[src/rtl/sap_core.sv]
// SAP-style 8-bit accumulator core: internal RAM, six-state sequencer,
// ADD/SUB with carry and zero flags, and a programming port that halts the core.
module sap_core #(
    parameter int unsigned DATA_W = 8,
    parameter int unsigned ADDR_W = 4
) (
    input  logic              clk,
    input  logic              rst,
    input  logic              pr_mode,
    input  logic              pr_we,
    input  logic [ADDR_W-1:0] pr_address,
    input  logic [DATA_W-1:0] pr_data,
    output logic [DATA_W-1:0] out_data,
    output logic              out_valid,
    output logic              halted,
    output logic [ADDR_W-1:0] pc_dbg,
    output logic [2:0]        step_dbg
);

    typedef enum logic [2:0] {
        StFetch0 = 3'd0,
        StFetch1 = 3'd1,
        StExec0  = 3'd2,
        StExec1  = 3'd3,
        StExec2  = 3'd4,
        StHalt   = 3'd7
    } state_e;

    localparam logic [3:0] OpNop = 4'h0;
    localparam logic [3:0] OpLda = 4'h1;
    localparam logic [3:0] OpAdd = 4'h2;
    localparam logic [3:0] OpSub = 4'h3;
    localparam logic [3:0] OpSta = 4'h4;
    localparam logic [3:0] OpLdi = 4'h5;
    localparam logic [3:0] OpJmp = 4'h6;
    localparam logic [3:0] OpJc  = 4'h7;
    localparam logic [3:0] OpJz  = 4'h8;
    localparam logic [3:0] OpOut = 4'hE;
    localparam logic [3:0] OpHlt = 4'hF;

    localparam int unsigned Depth = 2 ** ADDR_W;

    logic [DATA_W-1:0] r_ram [Depth];

    state_e            r_state;
    logic [ADDR_W-1:0] r_pc;
    logic [ADDR_W-1:0] r_mar;
    // Only the opcode and operand fields of IR are kept; the bits between them are ignored.
    logic [3:0]        r_ir_op;
    logic [ADDR_W-1:0] r_ir_arg;
    logic [DATA_W-1:0] r_a;
    logic [DATA_W-1:0] r_b;
    logic [DATA_W-1:0] r_out;
    logic              r_c;
    logic              r_z;
    logic              r_out_valid;

    logic [DATA_W-1:0] w_ram_rd;
    logic              w_is_sub;
    logic [DATA_W-1:0] w_b_op;
    logic [DATA_W:0]   w_sum;
    logic              w_sta_wr;

    // Combinational RAM read and ALU (SUB is A + ~B + 1, so carry set means no borrow).
    always_comb begin
        w_ram_rd = r_ram[r_mar];
        w_is_sub = (r_ir_op == OpSub);
        w_b_op   = w_is_sub ? ~r_b : r_b;
        w_sum    = {1'b0, r_a} + {1'b0, w_b_op} + (DATA_W + 1)'(w_is_sub);
        w_sta_wr = (r_state == StExec1) && (r_ir_op == OpSta);
    end

    // RAM write port: programmer owns it in program mode, otherwise STA writes A.
    always_ff @(posedge clk) begin
        if (pr_mode) begin
            if (pr_we) begin
                r_ram[pr_address] <= pr_data;
            end
        end else if (w_sta_wr) begin
            r_ram[r_mar] <= r_a;
        end
    end

    // Sequencer and datapath registers; program mode aborts and rewinds to address 0.
    always_ff @(posedge clk or negedge rst) begin
        if (!rst) begin
            r_state     <= StFetch0;
            r_pc        <= '0;
            r_mar       <= '0;
            r_ir_op     <= '0;
            r_ir_arg    <= '0;
            r_a         <= '0;
            r_b         <= '0;
            r_out       <= '0;
            r_c         <= 1'b0;
            r_z         <= 1'b0;
            r_out_valid <= 1'b0;
        end else if (pr_mode) begin
            r_state     <= StFetch0;
            r_pc        <= '0;
            r_out_valid <= 1'b0;
        end else begin
            r_out_valid <= 1'b0;
            case (r_state)
                StFetch0: begin
                    r_mar   <= r_pc;
                    r_state <= StFetch1;
                end
                StFetch1: begin
                    r_ir_op  <= w_ram_rd[DATA_W-1 -: 4];
                    r_ir_arg <= w_ram_rd[ADDR_W-1:0];
                    r_pc     <= r_pc + ADDR_W'(1);
                    r_state  <= StExec0;
                end
                StExec0: begin
                    r_state <= StFetch0;
                    case (r_ir_op)
                        OpLda, OpAdd, OpSub, OpSta: begin
                            r_mar   <= r_ir_arg;
                            r_state <= StExec1;
                        end
                        OpLdi: r_a <= {{(DATA_W - ADDR_W){1'b0}}, r_ir_arg};
                        OpJmp: r_pc <= r_ir_arg;
                        OpJc:  if (r_c) r_pc <= r_ir_arg;
                        OpJz:  if (r_z) r_pc <= r_ir_arg;
                        OpOut: begin
                            r_out       <= r_a;
                            r_out_valid <= 1'b1;
                        end
                        OpHlt: r_state <= StHalt;
                        OpNop: ;
                        default: ;
                    endcase
                end
                StExec1: begin
                    r_state <= StFetch0;
                    case (r_ir_op)
                        OpLda: r_a <= w_ram_rd;
                        OpAdd, OpSub: begin
                            r_b     <= w_ram_rd;
                            r_state <= StExec2;
                        end
                        default: ;
                    endcase
                end
                StExec2: begin
                    r_a     <= w_sum[DATA_W-1:0];
                    r_c     <= w_sum[DATA_W];
                    r_z     <= (w_sum[DATA_W-1:0] == '0);
                    r_state <= StFetch0;
                end
                StHalt:  r_state <= StHalt;
                default: r_state <= StFetch0;
            endcase
        end
    end

    // Outputs come straight from registers.
    always_comb begin
        out_data  = r_out;
        out_valid = r_out_valid;
        halted    = (r_state == StHalt);
        pc_dbg    = r_pc;
        step_dbg  = r_state;
    end

endmodule

[config.mk]
export PLATFORM = sky130hd
export DESIGN_NAME = sap_core
export DESIGN_NICKNAME = d
export VERILOG_FILES = /design/src/rtl/sap_core.sv
export SDC_FILE = /design/constraint.sdc
export NUM_CORES = 1
export LEC_CHECK = 0
export CORE_UTILIZATION = 55
export DETAILED_ROUTE_END_ITERATION = 8
export PLACE_DENSITY = 0.74
export SYNTH_ARGS = -nofsm -noshare
export SYNTH_HDL_FRONTEND = slang
export SYNTH_SLANG_ARGS = --single-unit
[constraint.sdc]
create_clock -name clk -period 3.4 [get_ports clk]
set_clock_uncertainty 0.1 [all_clocks]
set_input_delay 0.51 -clock clk [delete_from_list [all_inputs] [get_ports clk]]
set_output_delay 0.51 -clock clk [all_outputs]
set_load 0.01 [all_outputs]
==> flow_summary.ini, run 1 <==
[logic_synthesis]
synth_area_um2 = 7850
synth_cells = 515
async_flop_share = 0.264
synthTopCellsByCount = edfxtp_1, nand2_1, dfrtp_1
synth_xor_area_frac = 0.0145
synthSimpleGateAreaFrac = 0.0885
muxShareOfSynthArea = 0.144
synthTopCellsByArea = edfxtp_1, dfrtp_1, mux4_2
yosysWarnings = 0
synth_edf_count = 128
synthDistinctLibCells = 70
synth_fa_ha_area_frac = 0.0153
synth_nets = 540
synth_most_common_cell = edfxtp_1
netlist.area_leader.share = 0.490
yosysSeqAreaShare = 0.637
synth.avg_cell_area_um2 = 15.2
synth_top_family_by_area = multiplexers
synth_compound_area_frac = 0.0749
synthFlopType = edfxtp_1
yosys.area.top_type = edfxtp_1
ys_ff_latch = 174

[clock_network]
cts_tree = done
clock_tree.buffer_depth = 2
cts_buffers = 17
cts.clk_slew.worst_paths_ps = 70
htreeDepth = 4
postCtsSetupBuffers = 0
cts.sinks = 174
root_buffer = clkbuf_16
clock_latency_ps = 430
holdBufCountCts = 0
cts_resized = 0

[route]
top_layer = met4
drt-met1-wl_um = 7150
wl_met2_um = 8500
drc = 0
first_pass_iters = 5
vias = 4725
drt-total-wl_um = 16700
drt-vias-per-instance = 6.14
wl_per_cell_um = 21.7
met3RoutedLength_um = 721
drtAntennaViolNets = 0
drt-initial-drc-count = 467

[worst_setup_path]
required_ps = 3630
max_stage_delay_ps = 500
r2r-end = r_z$_DFFE_PN0P_
startpoint = r_ir_op[1]$_DFFE_PN0P_
critPathLaunchType = flip-flop
critPathCaptureType = flip-flop
reg2regPathDepth = 9
path_buf_inv = 1
critical_path.cell_chain = nor4bb_2, buf_4, xor2_1, fa_1, and3_1, o21ai_0, a21oi_1, a2111o_1, o31ai_1
regToRegSetupSlack_ps = 240
timing.rr.start = r_ir_op[1]$_DFFE_PN0P_
critPathMaxFanout = 10
crit_type = flip-flop to flip-flop
worstPathArrival_ps = 3390
cp_top_family = compound AO/OA/AOI/OAI gates
cp_slowest_cell = dfrtp_1

[timing]
holdWs_ps = 170
rsz0062_at_grt = no
slew_headroom = 0.307
tightest_slew_ps = 1040
fin_ws_ps = 240
finalSetupTns_ps = 0
timing.final.crit_share = 0.929
clock.fmax_ghz = 0.316
hold_viol = 0
drv_slew = 0
period_needed_ps = 3160
setup-violations-final = 0

[place]
port_buffers = 32
gp_congestion = 0.886
hpwl_um = 11600
dp_slack_ps = 278
dpl.cell_count = 737

[die]
io_pins = 33
initial_core_util = 0.565
die_w_um = 121
die_y_um = 121
coreArea_um2 = 13900
dieArea_um2 = 14700
num_rows = 43

[power_and_ir_drop]
leakage_nw = 3.38
powerDensity_nw_per_um2 = 742
peakVddDrop_uv = 485

[finish]
final_util = 0.657
drive_above_1_share = 0.251
antenna_cells = 0
nets = 601
fin_cells = 769
areaGrowthSynthToFinish_pct = 16.2

[global_routing]
antenna_found_initial = 0
grt_pass1_vias = 4789
gr-total-overflow = 0
grt_util_all_layers = 0.250
grt_max_degree = 47
grt_pass1_wl_um = 26500

[run]
max_cap_viol_count = 0

[run_status]
outcome = finished, final reports clean

[hold_path]
hp-class = input port to asynchronous set/reset pin
through the flow:
stage	area, um2	power, mW
after floorplan	7850	4.24
after global placement	8520	4.80
after detailed placement	8520	4.85
after CTS	9110	6.79
after global routing	9110	7.11
final	9110	6.77
area by class of cell:
| type | instances | area (um2) |
|---|---|---|
| Multi-Input combinational cell | 303 | 2660 |
| Inverter | 10 | 37.5 |
| Fill cell | 948 | 4770 |
| Tap cell | 180 | 225 |
| Timing Repair Buffer | 70 | 601 |
| Clock buffer | 17 | 425 |
| Sequential cell | 174 | 5000 |
| Clock inverter | 15 | 174 |
flip-flops by register name (all words and copies together) (netlist names):
signal and flops:
r_a 8, r_ir_op 4, r_c 1, out_data 8, r_b 8, r_ram 128
step_dbg 3, r_z 1, r_mar 4, out_valid 1, r_ir_arg 4, pc_dbg 4
worst register-to-register path: stages, from the launching register on:
cell	delay, ps
dfrtp_1	500
nor4bb_2	340
buf_4	240
xor2_1	130
fa_1	440
and3_1	220
o21ai_0	290
a21oi_1	150
a2111o_1	440
o31ai_1	220
per-layer routing:
layer / vias up / GRT usage
li1: 2121 / -
met1: 2441 / 0.331
met2: 136 / 0.407
met3: 27 / 0.0555
met4: 0 / 0.0887
met5: - / 0
how the worst max path moves through the flow:
stage                 endpoint  slack (ps)  depth (start not counted)
6_report       r_z$_DFFE_PN0P_         240                          9
4_1_cts        r_z$_DFFE_PN0P_         240                          9
3_5_place_dp   r_z$_DFFE_PN0P_         280                          9
2_1_floorplan  r_z$_DFFE_PN0P_         600                         10
5_1_grt        r_z$_DFFE_PN0P_          10                          9
3_3_place_gp   r_z$_DFFE_PN0P_         440                          9
kinds of logic after synthesis:
family,Yosys count
DFF,174
xor gates and xnor gates,13
buffers and inverters,38
AOI/OAI and AO/OA,80
muxes,64
adders and majority gates,9
and+or+nand+nor,137
cells in the final DEF (no fill, tap or decap), drive strengths merged, types with 14 or more instances in the layout:
cell           instances
inv                   18
mux4                  37
a21oi                 14
edfxtp               128
mux2                  24
clkbuf                17
o21ai                 22
dfrtp                 46
buf                   39
nor2                  28
clkdlybuf4s50         31
nand2                 55
where the power goes:
part	internal, mW	switching (mW)	total [mW]
sequential	2.49	0.305	2.79
combinational	0.992	1.04	2.03
clock	1.05	0.893	1.94
total	4.53	2.24	6.77
Power figures use the tool's default switching activity.
==> run 2: changes to the inputs <==
--- a/config.mk
+++ b/config.mk
@@ -5,9 +5,11 @@
 export SDC_FILE = /design/constraint.sdc
 export NUM_CORES = 1
 export LEC_CHECK = 0
-export CORE_UTILIZATION = 55
+export CORE_MARGIN = 2
+export CORE_UTILIZATION = 61
 export DETAILED_ROUTE_END_ITERATION = 8
-export PLACE_DENSITY = 0.74
+export PLACE_DENSITY = 0.81
+export SETUP_SLACK_MARGIN = 0.5
 export SYNTH_ARGS = -nofsm -noshare
 export SYNTH_HDL_FRONTEND = slang
 export SYNTH_SLANG_ARGS = --single-unit
==> flow_summary.ini, run 2 (synthesized netlist as in run 1, its figures left out) <==
[worst_setup_path]
startpoint = r_ir_op[3]$_DFFE_PN0P_
path_buf_inv = 1
timing.rr.start = r_ir_op[3]$_DFFE_PN0P_
cp_top_family = compound AO/OA/AOI/OAI gates
critPathMaxFanout = 6
crit_type = flip-flop to flip-flop
critPathLaunchType = flip-flop
max_stage_delay_ps = 430
cp_slowest_cell = dfrtp_1
required_ps = 3610
critPathCaptureType = flip-flop
worstPathArrival_ps = 3200
critical_path.cell_chain = nor4bb_4, buf_6, xor2_1, ha_1, nand2b_1, nor3_1, a2111oi_2, o311ai_1, a221o_1

[finish]
nets = 598
largest_reg_flops = 128
antenna_cells = 0
regMostFlops = r_ram
final_util = 0.731
final_common_cell = edfxtp_1
areaGrowthSynthToFinish_pct = 17.1
layout_common_cells = edfxtp_1, nand2_1, dfrtp_1
fin_cells = 758
drive_above_1_share = 0.273
stdcell_area_um2 = 9190

[clock_network]
clock_tree.buffer_depth = 2
cts.clk_slew.worst_paths_ps = 70
cts_tree = done
cts_buffers = 17
root_buffer = clkbuf_16
htreeDepth = 4
clock_latency_ps = 430
cts.sinks = 174

[timing]
period_needed_ps = 2990
drv_slew = 0
finalSetupTns_ps = 0
rsz0062_at_grt = yes
hold_viol = 0
setup-violations-final = 0
tightest_slew_ps = 1000
slew_headroom = 0.331
holdWs_ps = 150
timing.final.crit_share = 0.880
clock.fmax_ghz = 0.334

[place]
dpl.cell_count = 720
gp_congestion = 0.960
post_dp_cell_area_um2 = 8450
hpwl_um = 11300
port_buffers = 32

[global_routing]
grtUsageMet3 = 0.0486
use_met2 = 0.442
grt_pass1_vias = 4879
grt_util_all_layers = 0.264
antenna_found_initial = 0
busiest_layer = met2
gr-total-overflow = 0
grt_max_degree = 47
use_met1 = 0.342
grt_pass1_wl_um = 27200

[power_and_ir_drop]
powerDensity_nw_per_um2 = 753
peakVddDrop_uv = 471
leakage_nw = 3.36

[hold_path]
hp-class = input port to asynchronous set/reset pin

[run]
max_cap_viol_count = 0

[route]
first_pass_iters = 6
vias = 4807
drt-vias-per-instance = 6.34
drtAntennaViolNets = 0
wl_per_cell_um = 22.7
drt-initial-drc-count = 497
drt-total-wl_um = 17200
drc = 0

[die]
coreArea_um2 = 12600
num_rows = 41
die_y_um = 117
dieArea_um2 = 13800
initial_core_util = 0.624
io_pins = 33
die_w_um = 117

[run_status]
outcome = finished, final reports clean
run 2: power breakdown:
part | leakage (nW) | switching, mW | total, mW | internal [mW]
registers | 1.75 | 0.273 | 2.76 | 2.49
clock network | 0.264 | 0.832 | 1.85 | 1.02
logic | 1.34 | 1.20 | 2.31 | 1.11
run 2: repair_timing:
| action | 4_1_cts | 5_1_grt |
|---|---|---|
| resized for setup | 9 | 18 |
| gates cloned | 1 | 0 |
| hold buffers | 0 | 0 |
| pin swaps | 3 | 13 |
| setup endpoints to repair | 4 | 4 |
| setup buffers | 3 | 2 |
run 2: worst reg2reg max path, delay by kind of cell (launching register included):
family | cells | cell delay [ps]
compound gates | 3 | 980
simple gates | 3 | 630
flops | 1 | 430
fa+ha+maj | 1 | 330
xor+xnor | 1 | 220
buf+inv | 1 | 200
run 2: stage by stage:
stage	total power [mW]	worst slack, ps
final	6.92	407
after global placement	4.70	405
after floorplan	4.24	598
after global routing	7.24	227
after CTS	6.70	512
after detailed placement	4.78	246
run 2: area by class of cell:
cell class	count	area [um2]
Sequential cell	174	5000
Fill cell	783	3380
Multi-Input combinational cell	303	2780
Timing Repair Buffer	67	594
Clock buffer	18	429
Tap cell	172	215
Clock inverter	14	135
Inverter	10	37.5
run 2: final timing paths:
path	end	slack [ps]	depth (start not counted)
worst max-delay path	r_a[5]$_DFFE_PN0P_	410	9
worst min-delay path	out_data[1]$_DFFE_PN0P_	150	1
worst max register to register	r_a[5]$_DFFE_PN0P_	410	9
worst min register to register	out_data[5]$_DFFE_PN0P_	400	1
max in group asynchronous	r_ir_op[0]$_DFFE_PN0P_	2360	1
min in group clk	out_data[5]$_DFFE_PN0P_	400	1
run 2: routing by layer:
metal / share of wire / wire [um] / vias up
li1: - / - / 2114
met2: 0.52 / 8950 / 202
met4: 0.036 / 616 / 0
met5: 0 / 0 / -
met3: 0.051 / 882 / 52
met1: 0.39 / 6770 / 2439
